`config.mk`:
```
export PLATFORM = sky130hd
export DESIGN_NAME = wbapb_master
export DESIGN_NICKNAME = d
export VERILOG_FILES = /design/src/rtl/wbapb_master.sv
export SDC_FILE = /design/constraint.sdc
export NUM_CORES = 1
export LEC_CHECK = 0
export ABC_CLOCK_PERIOD_IN_PS = 1550
export CAP_MARGIN = 20
export CORE_ASPECT_RATIO = 0.9
export CORE_UTILIZATION = 36
export DETAILED_ROUTE_END_ITERATION = 8
export PLACE_DENSITY = 0.74
export SKIP_CTS_REPAIR_TIMING = 1
export SLEW_MARGIN = 15
export SYNTH_ARGS = -nofsm -noshare
export SYNTH_HDL_FRONTEND = slang
export SYNTH_SLANG_ARGS = --single-unit
```
`constraint.sdc`:
```
create_clock -name PCLK -period 1.55 [get_ports PCLK]
set_input_delay 0.31 -clock PCLK [delete_from_list [all_inputs] [get_ports PCLK]]
set_output_delay 0.31 -clock PCLK [all_outputs]
set_load 0.05 [all_outputs]
```
`src/rtl/wbapb_master.sv`:
```
// Pipelined-Wishbone slave to APB4 master bridge, one transfer outstanding at a time.
// Latency: ack/err three cycles after accept, plus one cycle per PREADY-low ACCESS cycle.
// Backpressure: o_wb_stall is high whenever a transfer is in flight or reset is asserted.
module wbapb_master #(
  parameter int         AW       = 12,
  parameter int         DW       = 32,
  parameter logic [2:0] OPT_PROT = 3'b000,
  localparam int        APBLSB   = $clog2(DW) - 3
) (
  input  logic                 PCLK,
  input  logic                 PRESETn,
  input  logic                 i_wb_cyc,
  input  logic                 i_wb_stb,
  input  logic                 i_wb_we,
  input  logic [AW-APBLSB-1:0] i_wb_addr,
  input  logic [DW-1:0]        i_wb_data,
  input  logic [DW/8-1:0]      i_wb_sel,
  output logic                 o_wb_stall,
  output logic                 o_wb_ack,
  output logic [DW-1:0]        o_wb_data,
  output logic                 o_wb_err,
  output logic                 PSEL,
  output logic                 PENABLE,
  input  logic                 PREADY,
  output logic [AW-1:0]        PADDR,
  output logic                 PWRITE,
  output logic [DW-1:0]        PWDATA,
  output logic [DW/8-1:0]      PWSTRB,
  output logic [2:0]           PPROT,
  input  logic [DW-1:0]        PRDATA,
  input  logic                 PSLVERR
);

  typedef enum logic [1:0] {IDLE, SETUP, ACCESS} state_t;

  state_t state;
  logic   aborted;

  assign o_wb_stall = !PRESETn || (state != IDLE);
  assign PPROT      = OPT_PROT;

  always_ff @(posedge PCLK or negedge PRESETn) begin
    if (!PRESETn) begin
      state     <= IDLE;
      aborted   <= 1'b0;
      PSEL      <= 1'b0;
      PENABLE   <= 1'b0;
      PWRITE    <= 1'b0;
      PADDR     <= '0;
      PWDATA    <= '0;
      PWSTRB    <= '0;
      o_wb_ack  <= 1'b0;
      o_wb_err  <= 1'b0;
      o_wb_data <= '0;
    end else begin
      o_wb_ack <= 1'b0;
      o_wb_err <= 1'b0;
      case (state)
        IDLE: begin
          if (i_wb_cyc && i_wb_stb) begin
            state   <= SETUP;
            PSEL    <= 1'b1;
            PENABLE <= 1'b0;
            PADDR   <= {i_wb_addr, {APBLSB{1'b0}}};
            PWRITE  <= i_wb_we;
            PWDATA  <= i_wb_data;
            PWSTRB  <= i_wb_we ? i_wb_sel : '0;
          end
        end
        SETUP: begin
          state   <= ACCESS;
          PENABLE <= 1'b1;
          if (!i_wb_cyc)
            aborted <= 1'b1;
        end
        ACCESS: begin
          if (!i_wb_cyc)
            aborted <= 1'b1;
          // APB cannot be cancelled, so an abandoned request still finishes here silently.
          if (PREADY) begin
            state   <= IDLE;
            PSEL    <= 1'b0;
            PENABLE <= 1'b0;
            aborted <= 1'b0;
            if (!PWRITE)
              o_wb_data <= PRDATA;
            if (!aborted && i_wb_cyc) begin
              o_wb_ack <= !PSLVERR;
              o_wb_err <= PSLVERR;
            end
          end
        end
        default: state <= IDLE;
      endcase
    end
  end

endmodule

```
==> run summary, run 1 <==
status = finished, violations left
failing checks = setup timing
register area = 2150 sq um
die height = 95.5 um
core area = 9290 sq um
drt pass-1 iters = 4
CTS max path bufs = 2
crit-path max FO = 8
Fin Hold WS = 35.0 ps
final WL = 9590 um
Reg clk slew, reported paths = 90 ps
Yosys Warn Count = 0
clock sinks = 86
final hold violations = 0
internal power = 9.58 mW
crit-path cells = inv_2, ha_4, nand2_2, or2_4, clkbuf_16, mux2_4
vias in the first global route = 2594
CP Class = flop to flop
1st-iter DRT viols = 41
FF+latch count, synth = 86
period utilization = 1.04
Synth area leaders = dfrtp_1 (62%), mux2_2 (15%), mux2_4 (13%), ha_1 (1.8%), buf_12 (1.7%)
Crit-path slowest cell = dfrtp_1
VDD IR max = 1.47 mV
layout cell share with drive strength beyond 1 = 0.528
fmax = 619 MHz
RSZ-0062 raised after global routing = yes
leakage = 2.96 nW
Req. time, crit path = 1780 ps
routed len/inst = 17.9 um
total gr overflow = 0
RePlAce Congestion = 0.721
initial antenna violation count = 0
DRC = 0
Synth async-reset ratio = 1.00
Fillers = 648
Max-Cap Viols = 0
Power Dens Cells = 2630 nW/um^2
reg2reg setup slack = -70 ps
Mapped Area = 3500 sq um
DIE WIDTH = 106 um
synthesized area per cell = 16.3 sq um
CP peak stage delay = 400 ps
Setup Skew = 11.7 ps
number of synthesized flops with an enable pin = 0
min-delay worst type = input port to asynchronous set/reset pin
hpwl dp = 6310 um
setup ws final = -66.1 ps
Root Driver = clkbuf_8
fin nets = 500
number of unique standard cell types used by synthesis = 23
sequential power share = 0.261
Worst setup EP type = flop
worst path buffer plus inverter count = 2
Crit path depth = 6
clk_lat worst skew = 350 ps
multi-input combinational cell area = 1310 sq um
Top FF cell, synth = dfrtp_1
most frequent cells in the layout = dfrtp_1 (85), clkdlybuf4s50_1 (83), buf_12 (59), mux2_2 (48), buf_4 (41)
endpoints failing setup = 59
via count = 2521
Final min period = 1620 ps
Gate power share = 0.625
Clk pwr share = 0.114
drt via density = 4.69
setup TNS = -2110 ps
Inserted Clock Buffers = 9
Area Growth Syn to Fin = 82.9%
global-route wire length before repair = 13200 um
std cell rows = 33
cells on worst reg2reg path = 6
PortBufs = 168
post-synth top area share = 0.615
IO Pins = 174
GRT Total Usage = 0.173
biggest area consumer among synthesized cells = dfrtp_1
crit path DAT = 1850 ps
commonest non-fill, non-tap cell in the layout = dfrtp_1
Antenna Cells = 0
Switching Power = 7.21 mW
switch share = 0.430
max-slew violations = 0
Startpoint Class = flop
sequential area share after synthesis = 0.615
Final ANT Viol Nets = 0
Gate Count Post-Synth = 215
effective utilization at floorplan = 0.376
CP top delay family = flip-flops
pin count of the biggest net entering global routing = 87
H-tree Lvls = 3
Die ar. = 10100 sq um
CTS tree = yes
==> cell families after synthesis <==
logic type | after synthesis | share of synthesized area
flip-flops | 86 | 0.615
multiplexers | 78 | 0.283
AND/OR/NAND/NOR | 19 | 0.0254
buffers and inverters | 17 | 0.0415
AO/OA/AOI/OAI | 9 | 0.0154
adder cells (fa/ha/maj) | 5 | 0.0179
other | 1 | 0.00107
==> synthesized netlist by cell type, types with 2 or more instances <==
| library cell | count |
|---|---|
| buf_12 | 3 |
| buf_2 | 5 |
| buf_4 | 5 |
| dfrtp_1 | 86 |
| ha_1 | 5 |
| inv_1 | 3 |
| mux2_2 | 48 |
| mux2_4 | 30 |
| nand2_1 | 10 |
| nor2_1 | 3 |
| o21ai_0 | 4 |
| o31ai_1 | 2 |
==> metal layers <==
metal	track usage	vias up	part of all wire
li1	-	1122	-
met1	0.198	1274	0.39
met2	0.309	114	0.53
met3	0.0608	11	0.072
met4	0.0440	0	0.013
met5	0	-	0
==> state kept, by name, indices dropped and copies added, names as in the netlist, 2 cells and up <==
signal     cells
state          2
PWSTRB         4
PADDR         10
PWDATA        32
o_wb_data     32
==> through the flow <==
step,cell area (sq um),utilization,setup WS [ps],power (mW),cells
after global routing,6390,0.688,-117,17.4,537
after global placement,5850,0.630,-285,14.2,509
after floorplan,3530,-,-13.6,9.56,219
after detailed placement,5850,0.630,-308,14.4,509
final,6390,0.688,-66.1,16.8,537
after CTS,6100,0.656,-267,16.4,525
==> final cells by class <==
class	count	share of cell area
Sequential cell	86	0.337
Timing Repair Buffer	194	0.393
Clock inverter	5	0.0166
Clock buffer	11	0.0221
Multi-Input combinational cell	116	0.205
Tap cell	122	0.0239
Inverter	3	0.00176
==> final timing paths <==
path                                 to      from
max                        o_wb_data[7]  state[0]
min                           PADDR[10]   PRESETn
max reg2reg                o_wb_data[7]  state[0]
min reg2reg                    o_wb_ack   aborted
max in group asynchronous      state[1]   PRESETn
min in group PCLK              o_wb_ack   aborted
==> worst reg2reg max path, stage by stage (launching register included) <==
cell,delay [ps]
dfrtp_1,400
inv_2,120
ha_4,150
nand2_2,50
or2_4,290
clkbuf_16,190
mux2_4,300
==> power groups by stage <==
stage,registers (mW),clock network [mW],logic (mW)
6_report,4.38,1.92,10.5
5_1_grt,4.51,2.06,10.9
4_1_cts,4.38,1.98,10.0
3_5_place_dp,4.41,0,10.0
3_3_place_gp,4.34,0,9.87
2_1_floorplan,7.70,0,1.86
Power figures use the tool's default switching activity.
==> inputs of run 2 (changes only) <==
--- a/config.mk
+++ b/config.mk
@@ -10,6 +10,7 @@
 export CORE_ASPECT_RATIO = 0.9
 export CORE_UTILIZATION = 36
 export DETAILED_ROUTE_END_ITERATION = 8
+export GPL_TIMING_DRIVEN = 0
 export PLACE_DENSITY = 0.74
 export SKIP_CTS_REPAIR_TIMING = 1
 export SLEW_MARGIN = 15
==> run summary, run 2 (synthesized netlist as in run 1, its figures left out) <==
effective utilization at floorplan = 0.376 (unchanged)
DRC = 0 (unchanged)
Worst R2R Start = state[0]
Root Driver = clkbuf_8
Placed Area = 5390 sq um (-7.9%)
core area = 9290 sq um (unchanged)
final WL = 8400 um (-12%)
Power Dens Cells = 2330 nW/um^2 (-11%)
vias in the first global route = 2523 (-2.7%)
crit path DAT = 1920 ps (+70 ps)
hpwl dp = 5830 um (-7.7%)
Switching Power = 6.55 mW (-9.1%)
endpoints failing setup = 31 (-47%)
Final ANT Viol Nets = 0 (unchanged)
reg2reg setup slack = -140 ps (-70 ps)
VDD IR max = 1.47 mV (-0.61%)
global-route wire length before repair = 12400 um (-5.8%)
drt via density = 4.53 (-3.5%)
RSZ-0062 raised after global routing = yes
std cell rows = 33 (unchanged)
clock sinks = 86 (unchanged)
IO Pins = 174 (unchanged)
Fillers = 695 (+7.3%)
Design Area, Final = 6040 sq um (-5.6%)
max-slew violations = 0 (unchanged)
period utilization = 1.09 (+0.0468)
status = finished, violations left
GRT Total Usage = 0.160 (-0.0131)
final core occ = 0.650 (-0.0382)
sequential power share = 0.277 (+0.016)
leakage = 3.49 nW (+18%)
CTS max path bufs = 2 (unchanged)
Worst setup EP type = flop
setup ws final = -139 ps (-72.5 ps)
crit-path max FO = 8 (unchanged)
Startpoint Class = flop
Setup Skew = 5.43 ps (-6.30 ps)
Critical Path Start = state[0]
clk_lat worst skew = 340 ps (about the same)
CP Class = flop to flop
initial antenna violation count = 0 (unchanged)
Fin Hold WS = -47.8 ps (-82.8 ps)
failing checks = hold timing, setup timing
H-tree Lvls = 3 (unchanged)
drt pass-1 iters = 4 (unchanged)
internal power = 7.53 mW (-21%)
reg2reg end = o_wb_data[25]
Max-Cap Viols = 0 (unchanged)
min-delay worst type = input port to asynchronous set/reset pin
total gr overflow = 0 (unchanged)
pin count of the biggest net entering global routing = 61 (-30%)
fmax = 592 MHz (-4.3%)
commonest non-fill, non-tap cell in the layout = dfrtp_1
Inserted Clock Buffers = 9 (unchanged)
Clk pwr share = 0.108 (-0.006)
1st-iter DRT viols = 41 (unchanged)
Slew @ Worst Pin = 541 ps
Req. time, crit path = 1780 ps (about the same)
switch share = 0.465 (+0.0358)
CTS tree = yes
Reg clk slew, reported paths = 80 ps (about the same)
fin nets = 498 (-0.40%)
Top Registers = PWDATA (32), o_wb_data (32), PADDR (10)
die height = 95.5 um (unchanged)
cells on worst reg2reg path = 7 (+1)
Area Growth Syn to Fin = 72.7%
Rel. slew slack = 0.639
Antenna Cells = 0 (unchanged)
Gate power share = 0.615 (-0.010)
Worst Setup EP = o_wb_data[25]
DIE WIDTH = 106 um (unchanged)
Final min period = 1690 ps (+72.5 ps)
layout cell share with drive strength beyond 1 = 0.312 (-0.215)
Die ar. = 10100 sq um (unchanged)
routed len/inst = 15.7 um (-12%)
final hold violations = 59 (+59)
via count = 2424 (-3.8%)
RePlAce Congestion = 0.773 (+7.2%)
most frequent cells in the layout = dfrtp_1 (85), clkdlybuf4s50_1 (83), dlymetal6s2s_1 (83), mux2_2 (47), mux2_4 (31)
PortBufs = 168 (unchanged)
run 2: power groups by stage:
| stage | registers [mW] | clock network [mW] | logic [mW] |
|---|---|---|---|
| after floorplan | 7.70 | 0 | 1.86 |
| after global placement | 3.91 | 0 | 8.37 |
| after detailed placement | 3.96 | 0 | 8.44 |
| after CTS | 3.94 | 1.59 | 8.48 |
| after global routing | 4.05 | 1.66 | 9.00 |
| final | 3.90 | 1.52 | 8.66 |
run 2: how the worst min path moves through the flow:
stage | to | cells after the start
after global routing | PWDATA[9] | 2
after floorplan | PADDR[10] | 0
after CTS | o_wb_data[22] | 1
after global placement | o_wb_ack | 1
final | o_wb_data[30] | 2
after detailed placement | o_wb_data[26] | 1
run 2: cell type report:
class                   count  area (sq um)  share of cell area
inverters                   3          13.8             0.00228
clock inverters             4          47.5             0.00787
multi-input cells         116          1300               0.216
repair buffers            178          2060               0.342
well taps                 122           153              0.0253
plain buffers              14           170              0.0282
flip-flops and latches     86          2150               0.357
clock buffers              12           135              0.0224
run 2: metrics by stage:
| step | TNS, ps | setup slack, ps | hold WS, ps | total power [mW] | instances |
|---|---|---|---|---|---|
| floorplan | -408 | -13.6 | 14.4 | 9.56 | 219 |
| CTS | -44880 | -823 | -139 | 14.0 | 526 |
| global placement | -280420 | -3330 | 448 | 12.3 | 509 |
| finish | -3620 | -139 | -47.8 | 14.1 | 535 |
| global route | -5140 | -181 | -36.4 | 14.7 | 535 |
| detailed placement | -25300 | -588 | 255 | 12.4 | 510 |
run 2: critical path, stage by stage (launching register included):
cell       delay [ps]
dfrtp_1           410
inv_4             110
ha_4              160
nand2_4            50
or2_4             240
buf_12            150
clkbuf_16         160
mux2_4            290
run 2: per-layer routing:
| layer | GRT usage | vias up | wire [um] |
|---|---|---|---|
| li1 | - | 1114 | - |
| met1 | 0.192 | 1191 | 3400 |
| met2 | 0.268 | 109 | 4190 |
| met3 | 0.0581 | 10 | 708 |
| met4 | 0.0521 | 0 | 99 |
| met5 | 0 | - | 0 |
